### config.mk
export PLATFORM = sky130hd
export DESIGN_NAME = complex_mux_nto1_reg_flat
export DESIGN_NICKNAME = d
export VERILOG_FILES = /design/src/rtl/complex_pkg.sv /design/src/rtl/complex_mux_nto1_reg_if.sv /design/src/rtl/complex_neg_sat.sv /design/src/rtl/complex_mux_nto1_reg.sv /design/src/flat_wrapper.sv
export SDC_FILE = /design/constraint.sdc
export NUM_CORES = 1
export LEC_CHECK = 0
export ABC_AREA = 1
export BUFFER_PORTS_ARGS = -buffer_cell sky130_fd_sc_hd__clkbuf_2
export CAP_MARGIN = 30
export CELL_PAD_IN_SITES_DETAIL_PLACEMENT = 0
export CELL_PAD_IN_SITES_GLOBAL_PLACEMENT = 1
export CORE_UTILIZATION = 28
export CTS_BUF_LIST = sky130_fd_sc_hd__clkbuf_16
export CTS_CLUSTER_DIAMETER = 100
export DETAILED_ROUTE_END_ITERATION = 16
export GPL_ROUTABILITY_DRIVEN = 0
export PLACE_DENSITY_LB_ADDON = 0.1
export REMOVE_ABC_BUFFERS = 1
export SLEW_MARGIN = 10
export SYNTH_ARGS = -nofsm -noshare
export SYNTH_HDL_FRONTEND = slang
export SYNTH_SLANG_ARGS = --single-unit
### constraint.sdc
create_clock -name clk -period 3.2 [get_ports clk]
set_clock_uncertainty 0.2 [all_clocks]
set_input_delay 0.32 -clock clk [delete_from_list [all_inputs] [get_ports clk]]
set_output_delay 0.32 -clock clk [all_outputs]
set_load 0.01 [all_outputs]
### src/rtl/complex_pkg.sv
// ---------------------------------------------------------------------------
// complex_pkg
// Shared definitions for the complex-sample datapath blocks.
//   WL_DEFAULT : default MSB index of one real/imag component (S7.11 format)
//   CPLX_W     : component width at the default WL
//   CPLX_MAX   : most-positive component value,  2^WL - 1
//   CPLX_MIN   : most-negative component value, -2^WL
// ---------------------------------------------------------------------------
package complex_pkg;

  localparam int WL_DEFAULT = 18;
  localparam int CPLX_W     = WL_DEFAULT + 1;

  localparam logic signed [CPLX_W-1:0] CPLX_MAX = {1'b0, {WL_DEFAULT{1'b1}}};
  localparam logic signed [CPLX_W-1:0] CPLX_MIN = {1'b1, {WL_DEFAULT{1'b0}}};

endpackage : complex_pkg

### src/rtl/complex_mux_nto1_reg_if.sv
// ---------------------------------------------------------------------------
// complex_mux_nto1_reg_if
// Bus bundle for complex_mux_nto1_reg: input channels with valid/ready,
// select controls, and the registered output beat with valid/ready.
//   master modport : upstream/downstream environment driving the selector
//   slave modport  : the selector itself
// Optional signal conj exists only when COMPLEX_MUX_CONJ_EN is defined.
// ---------------------------------------------------------------------------
interface complex_mux_nto1_reg_if
  import complex_pkg::*;
#(
  parameter int WL = WL_DEFAULT,
  parameter int N  = 4,
  parameter int SW = $clog2(N)
);

  logic [N*(WL+1)-1:0] in_real;
  logic [N*(WL+1)-1:0] in_imag;
  logic                in_valid;
  logic                in_ready;
  logic [SW-1:0]       sel;
  logic                mode;
`ifdef COMPLEX_MUX_CONJ_EN
  logic                conj;
`endif
  logic signed [WL:0]  out_real;
  logic signed [WL:0]  out_imag;
  logic [SW-1:0]       out_ch;
  logic                out_last;
  logic                out_valid;
  logic                out_ready;

  modport master (
    output in_real, in_imag, in_valid, sel, mode,
`ifdef COMPLEX_MUX_CONJ_EN
    output conj,
`endif
    output out_ready,
    input  in_ready, out_real, out_imag, out_ch, out_last, out_valid
  );

  modport slave (
    input  in_real, in_imag, in_valid, sel, mode,
`ifdef COMPLEX_MUX_CONJ_EN
    input  conj,
`endif
    input  out_ready,
    output in_ready, out_real, out_imag, out_ch, out_last, out_valid
  );

endinterface : complex_mux_nto1_reg_if

### src/rtl/complex_neg_sat.sv
// ---------------------------------------------------------------------------
// complex_neg_sat
// Combinational saturating negate of one signed component.
//   din  : signed component, WL+1 bits
//   dout : -din, with -(-2^WL) saturated to 2^WL - 1
// ---------------------------------------------------------------------------
module complex_neg_sat
  import complex_pkg::*;
#(
  parameter int WL = WL_DEFAULT
) (
  input  logic signed [WL:0] din,
  output logic signed [WL:0] dout
);

  localparam logic signed [WL:0] MAX_VAL = {1'b0, {WL{1'b1}}};
  localparam logic signed [WL:0] MIN_VAL = {1'b1, {WL{1'b0}}};

  // The two's-complement negation of the most-negative value wraps back to
  // itself, so that one code is clamped explicitly.
  always_comb begin
    if (din == MIN_VAL) dout = MAX_VAL;
    else                dout = -din;
  end

endmodule : complex_neg_sat

### src/rtl/complex_mux_nto1_reg.sv
// ---------------------------------------------------------------------------
// complex_mux_nto1_reg
// N-way complex-sample selector with one registered output stage and a
// valid/ready handshake. The channel is either taken from bus.sel (mode=0)
// or from an internal sequencer that steps 0..N-1 on each accepted beat
// (mode=1), e.g. to serialise butterfly outputs.
//
// Ports:
//   clk  : rising-edge clock
//   rst  : synchronous, active-high reset
//   bus  : complex_mux_nto1_reg_if.slave
//          in_real/in_imag (packed channels, ch k at [k*(WL+1) +: WL+1]),
//          in_valid/in_ready, sel, mode, out_real/out_imag, out_ch,
//          out_last, out_valid/out_ready
//
// Configuration macro: COMPLEX_MUX_CONJ_EN
//   defined   : bus.conj selects a saturating negate of the imag part
//   undefined : imag passes through bit-exact
// ---------------------------------------------------------------------------
module complex_mux_nto1_reg
  import complex_pkg::*;
#(
  parameter int WL = WL_DEFAULT,
  parameter int N  = 4,
  parameter int SW = $clog2(N)
) (
  input logic                    clk,
  input logic                    rst,
  complex_mux_nto1_reg_if.slave  bus
);

  localparam int CW = WL + 1;

  logic [SW-1:0]      seq_cnt;
  logic [SW-1:0]      ch_idx;
  logic signed [WL:0] sel_real;
  logic signed [WL:0] sel_imag;
  logic signed [WL:0] imag_d;
  logic               last_d;
  logic               accept;

  logic signed [WL:0] out_real_q;
  logic signed [WL:0] out_imag_q;
  logic [SW-1:0]      out_ch_q;
  logic               out_last_q;
  logic               out_valid_q;

  // The stage can take a new beat whenever it is empty or being drained.
  assign bus.in_ready = !out_valid_q || bus.out_ready;
  assign accept       = bus.in_valid && bus.in_ready;

  assign ch_idx = bus.mode ? seq_cnt : bus.sel;
  assign last_d = bus.mode && (seq_cnt == SW'(N - 1));

  // NOTE: every signal driven here gets a default first, so no path leaves
  // it unassigned and no latch is inferred.
  // An index with no matching channel (sel >= N) leaves the zero default.
  always_comb begin
    sel_real = '0;
    sel_imag = '0;
    for (int k = 0; k < N; k++) begin
      if (ch_idx == SW'(k)) begin
        sel_real = bus.in_real[k*CW +: CW];
        sel_imag = bus.in_imag[k*CW +: CW];
      end
    end
  end

`ifdef COMPLEX_MUX_CONJ_EN
  logic signed [WL:0] neg_imag;

  complex_neg_sat #(.WL(WL)) u_neg_sat (
    .din  (sel_imag),
    .dout (neg_imag)
  );

  assign imag_d = bus.conj ? neg_imag : sel_imag;
`else
  assign imag_d = sel_imag;
`endif

  // Sequencer is pinned to 0 outside auto mode so each auto run starts at
  // channel 0.
  // NOTE: state registers use non-blocking assignments so every always_ff
  // samples pre-edge values regardless of evaluation order.
  always_ff @(posedge clk) begin
    if (rst || !bus.mode) begin
      seq_cnt <= '0;
    end else if (accept) begin
      seq_cnt <= (seq_cnt == SW'(N - 1)) ? '0 : seq_cnt + SW'(1);
    end
  end

  // NOTE: the data registers are reset along with valid so the outputs read
  // as zero after reset rather than carrying stale samples.
  always_ff @(posedge clk) begin
    if (rst) begin
      out_valid_q <= 1'b0;
      out_real_q  <= '0;
      out_imag_q  <= '0;
      out_ch_q    <= '0;
      out_last_q  <= 1'b0;
    end else if (accept) begin
      out_valid_q <= 1'b1;
      out_real_q  <= sel_real;
      out_imag_q  <= imag_d;
      out_ch_q    <= ch_idx;
      out_last_q  <= last_d;
    end else if (bus.out_ready) begin
      out_valid_q <= 1'b0;
    end
  end

  assign bus.out_valid = out_valid_q;
  assign bus.out_real  = out_real_q;
  assign bus.out_imag  = out_imag_q;
  assign bus.out_ch    = out_ch_q;
  assign bus.out_last  = out_last_q;

endmodule : complex_mux_nto1_reg

### src/flat_wrapper.sv
// flat-port wrapper written by rule: the top's interface ports become plain ports
module complex_mux_nto1_reg_flat import complex_pkg::*;
#(
  parameter int WL = WL_DEFAULT,
  parameter int N  = 4,
  parameter int SW = $clog2(N)
)
  (clk, rst, bus_in_real, bus_in_imag, bus_in_valid, bus_sel, bus_mode, bus_out_ready, bus_in_ready, bus_out_real, bus_out_imag, bus_out_ch, bus_out_last, bus_out_valid);
  complex_mux_nto1_reg_if #(.WL(WL), .N(N), .SW(SW)) bus_i ();
  input logic clk;
  input logic rst;
  input wire logic [$bits(bus_i.in_real)-1:0] bus_in_real;
  input wire logic [$bits(bus_i.in_imag)-1:0] bus_in_imag;
  input wire logic [$bits(bus_i.in_valid)-1:0] bus_in_valid;
  input wire logic [$bits(bus_i.sel)-1:0] bus_sel;
  input wire logic [$bits(bus_i.mode)-1:0] bus_mode;
  input wire logic [$bits(bus_i.out_ready)-1:0] bus_out_ready;
  output wire logic [$bits(bus_i.in_ready)-1:0] bus_in_ready;
  output wire logic [$bits(bus_i.out_real)-1:0] bus_out_real;
  output wire logic [$bits(bus_i.out_imag)-1:0] bus_out_imag;
  output wire logic [$bits(bus_i.out_ch)-1:0] bus_out_ch;
  output wire logic [$bits(bus_i.out_last)-1:0] bus_out_last;
  output wire logic [$bits(bus_i.out_valid)-1:0] bus_out_valid;
  assign bus_i.in_real = bus_in_real;
  assign bus_i.in_imag = bus_in_imag;
  assign bus_i.in_valid = bus_in_valid;
  assign bus_i.sel = bus_sel;
  assign bus_i.mode = bus_mode;
  assign bus_i.out_ready = bus_out_ready;
  assign bus_in_ready = bus_i.in_ready;
  assign bus_out_real = bus_i.out_real;
  assign bus_out_imag = bus_i.out_imag;
  assign bus_out_ch = bus_i.out_ch;
  assign bus_out_last = bus_i.out_last;
  assign bus_out_valid = bus_i.out_valid;
  complex_mux_nto1_reg #(.WL(WL), .N(N), .SW(SW)) u_core (.clk(clk), .rst(rst), .bus(bus_i));
endmodule
==> summary.md <==
| Metric | Value |
|---|---|
| # resized after CTS | `0` |
| Max Fclk | `497 MHz` |
| Final #Nets | `between 800 and 900` |
| Layout cells sized above 1 | `0.353` |
| Total setup buffers inserted after CTS | `0` |
| Total die area | `between 0.01 and 0.015 mm2` |
| Cell area power density | `about 380 mW/mm2` |
| Antenna diodes | `0` |
| Final period utilization | `0.629` |
| Metal2 WL | `approximately 4.9 mm` |
| Worst vdd ir | `~0.0002 V` |
| EDFF count, synth | `0` |
| RSZ-0062 raised after global routing | `false` |
| Largest net degree at the start of global routing | `37` |
| DP HPWL | `between 7 and 8 mm` |
| Routed wl met3 | `763 um` |
| # hold bufs at CTS | `0` |
| Max-cap violations | `0` |
| Most frequent cell after synthesis | `nand2_1` |
| Post-synth top cells | `nand2_1, nand3_1, o21ai_0, dfxtp_1, inv_1` |
| Vias after detailed routing | `3490` |
| Pre-CTS setup slack | `slightly above 1000 ps` |
| Critical path required time | `~3200 ps` |
| Die H | `103 um` |
| Register Area | `a little under 900 um2` |
| Worst-path clk slew | `60 ps` |
| Fraction of registers with async set or reset after synthesis | `0` |
| Synth unique cells | `25` |
| Highest Signal Layer | `met4` |
| Max-slew headroom | `0.460` |
| Synthesized area | `roughly 0.0028 mm2` |
| Post-synthesis register bit count | `between 40 and 50` |
| Total number of yosys warnings | `0` |
| Antenna violations before repair | `0` |
| CTS buffer count | `5` |
| Worst setup EP type | `flip-flop` |
| Top post-synthesis cells by area | `dfxtp_1, nand2_1, nand3_1, o21ai_0, inv_1` |
| Cell count after synthesis | `roughly 470` |
| Leak | `0.00236 uW` |
| Slew @ Worst Pin | `between 800 and 900 ps` |
| Hold WC Path Type | `in -> reg` |
| WL per Instance | `~12 um` |
| FP Rows | `36` |
| CP dominant cell by count | `nand2_1` |
| CP cell instances | `inv_1, nand2_1, nand2_1, nor2_4, nand2_1, nand3_1, nand2_1, nand2_1` |
| Crit path DAT | `just over 2000 ps` |
| First-pass GRT wire length | `approximately 15 mm` |
| Startpoint Class | `flip-flop` |
| H-Tree Level Count | `2` |
| Setup WS post-layout | `roughly 1200 ps` |
| Area of the core | `between 0.009 and 0.01 mm2` |
| Fillers | `between 1k and 1.5k` |
| Multi-input gate area | `about 0.0016 mm2` |
| Sequential share of the synthesized area | `0.310` |
| CTS tree | `built` |
| GR Overflow Total | `0` |
| Dominant cell type by area after synthesis | `dfxtp_1` |
| Vias/cell | `roughly 4.5` |
| Fin Setup TNS | `0 ps` |
| Initial DRC Count | `between 90 and 100` |
| Latest clock arrival within the worst-skew pair | `280 ps` |
| Final setup viols | `0` |
| Fin crit period | `slightly above 2000 ps` |
| Final count of pins violating max slew | `0` |
| DRC violations left | `0` |
| Setup CP Type | `reg -> reg` |
| Endpoints failing hold | `0` |
| Area growth syn-to-layout | `40.5%` |
| Routed WL | `~9.7 mm` |
| Avg Synthesized Cell Area | `6.07 um2` |
| Crit-path max FO | `15` |
| Buffers on Ports | `201` |
| I/O Pins | `about 200` |
| Antenna-violating nets left | `0` |
| Vias in the first global route | `between 3k and 4k` |
| Status | `finished, final reports clean` |
| Post-synth top area share | `0.310` |
| DRT Pass-1 Iters | `5` |
| Clk buf depth | `2` |
| Initial Util | `0.289` |
| Slowest stage cell on the critical path | `nor2_4` |
| Total track usage | `0.185` |
| Met1 WL | `3.98 mm` |
| Sink Count | `44` |
| Max incr delay on CP | `between 500 and 600 ps` |
| Die X-Extent | `a little over 100 um` |
| Root Buffer | `clkbuf_16` |
| Synth Flop Type | `dfxtp_1` |
layer usage:
| layer | global-route usage | vias to the layer above |
|---|---|---|
| li1 | - | 1852 |
| met1 | 0.211 | 1514 |
| met2 | 0.342 | 116 |
| met3 | 0.0475 | 8 |
| met4 | 0.0455 | 0 |
| met5 | 0 | - |
through the flow:
stage	utilization	instances	power [uW]	hold WS [ps]	area, um2
after CTS	0.406	784	1560	49.1	3990
after global placement	0.393	777	1060	237	3860
final	0.406	784	1540	54.1	3990
after global routing	0.406	784	1640	53.9	3990
after detailed placement	0.393	777	1060	238	3860
after floorplan	-	439	845	189	2650
power breakdown:
part / switching (uW) / total, uW / internal [uW]
combinational: 247 / 426 / 179
sequential: 22.3 / 617 / 594
clock: 212 / 493 / 281
total: 481 / 1540 / 1050
registers in the layout, summed over array words and instances, names as in the netlist:
signal                count
u_core.bus.out_ch         2
u_core.bus.out_valid      1
u_core.bus.out_last       1
u_core.seq_cnt            2
u_core.bus.out_real      19
u_core.bus.out_imag      19
cell type report:
type	count	share of cell area
clock buffer	5	0.0313
sequential	44	0.221
tap	133	0.0417
timing repair buffer	205	0.260
clock inverter	2	0.00219
inverter	44	0.0414
multi-input combinational	351	0.403
layout by cell type (no fill, tap or decap):
| cell type | n |
|---|---|
| o21ai_0 | 57 |
| nand3_2 | 6 |
| nor2_4 | 1 |
| clkinv_2 | 1 |
| ha_1 | 1 |
| inv_2 | 1 |
| inv_1 | 44 |
| nand2_2 | 6 |
| o21ai_1 | 10 |
| nor2_8 | 1 |
| nor2_1 | 22 |
| nand3_1 | 65 |
| clkbuf_16 | 5 |
| a21oi_1 | 3 |
| dfxtp_1 | 44 |
| nor2_2 | 2 |
| nand3b_1 | 3 |
| o211a_1 | 1 |
| nand2_1 | 171 |
| nand2_4 | 2 |
| clkbuf_2 | 201 |
| buf_4 | 4 |
worst paths after layout:
path,endpoint,startpoint,depth (start not counted),slack [ps]
max,u_core.bus.out_imag[14],u_core.seq_cnt[1],8,1190
min,u_core.bus.out_valid,rst,2,50
max reg2reg,u_core.bus.out_imag[14],u_core.seq_cnt[1],8,1190
min reg2reg,u_core.bus.out_imag[3],u_core.bus.out_imag[3],2,250
critical path, delay by kind of cell (launching register included):
| kind | cells | cell delay (ps) |
|---|---|---|
| buffers and inverters | 1 | 60 |
| AND/OR/NAND/NOR | 7 | 1330 |
| flip-flops | 1 | 350 |
cells by family (layout without fill, tap and decap cells):
kind of cell	after synthesis	after routing	share of synthesized area
AO/OA/AOI/OAI	71	71	0.127
adder cells (fa/ha/maj)	1	1	0.00440
buffers and inverters	73	256	0.125
AND/OR/NAND/NOR	279	279	0.434
flip-flops	44	44	0.310
No activity file was read; power rests on OpenSTA's default activity.
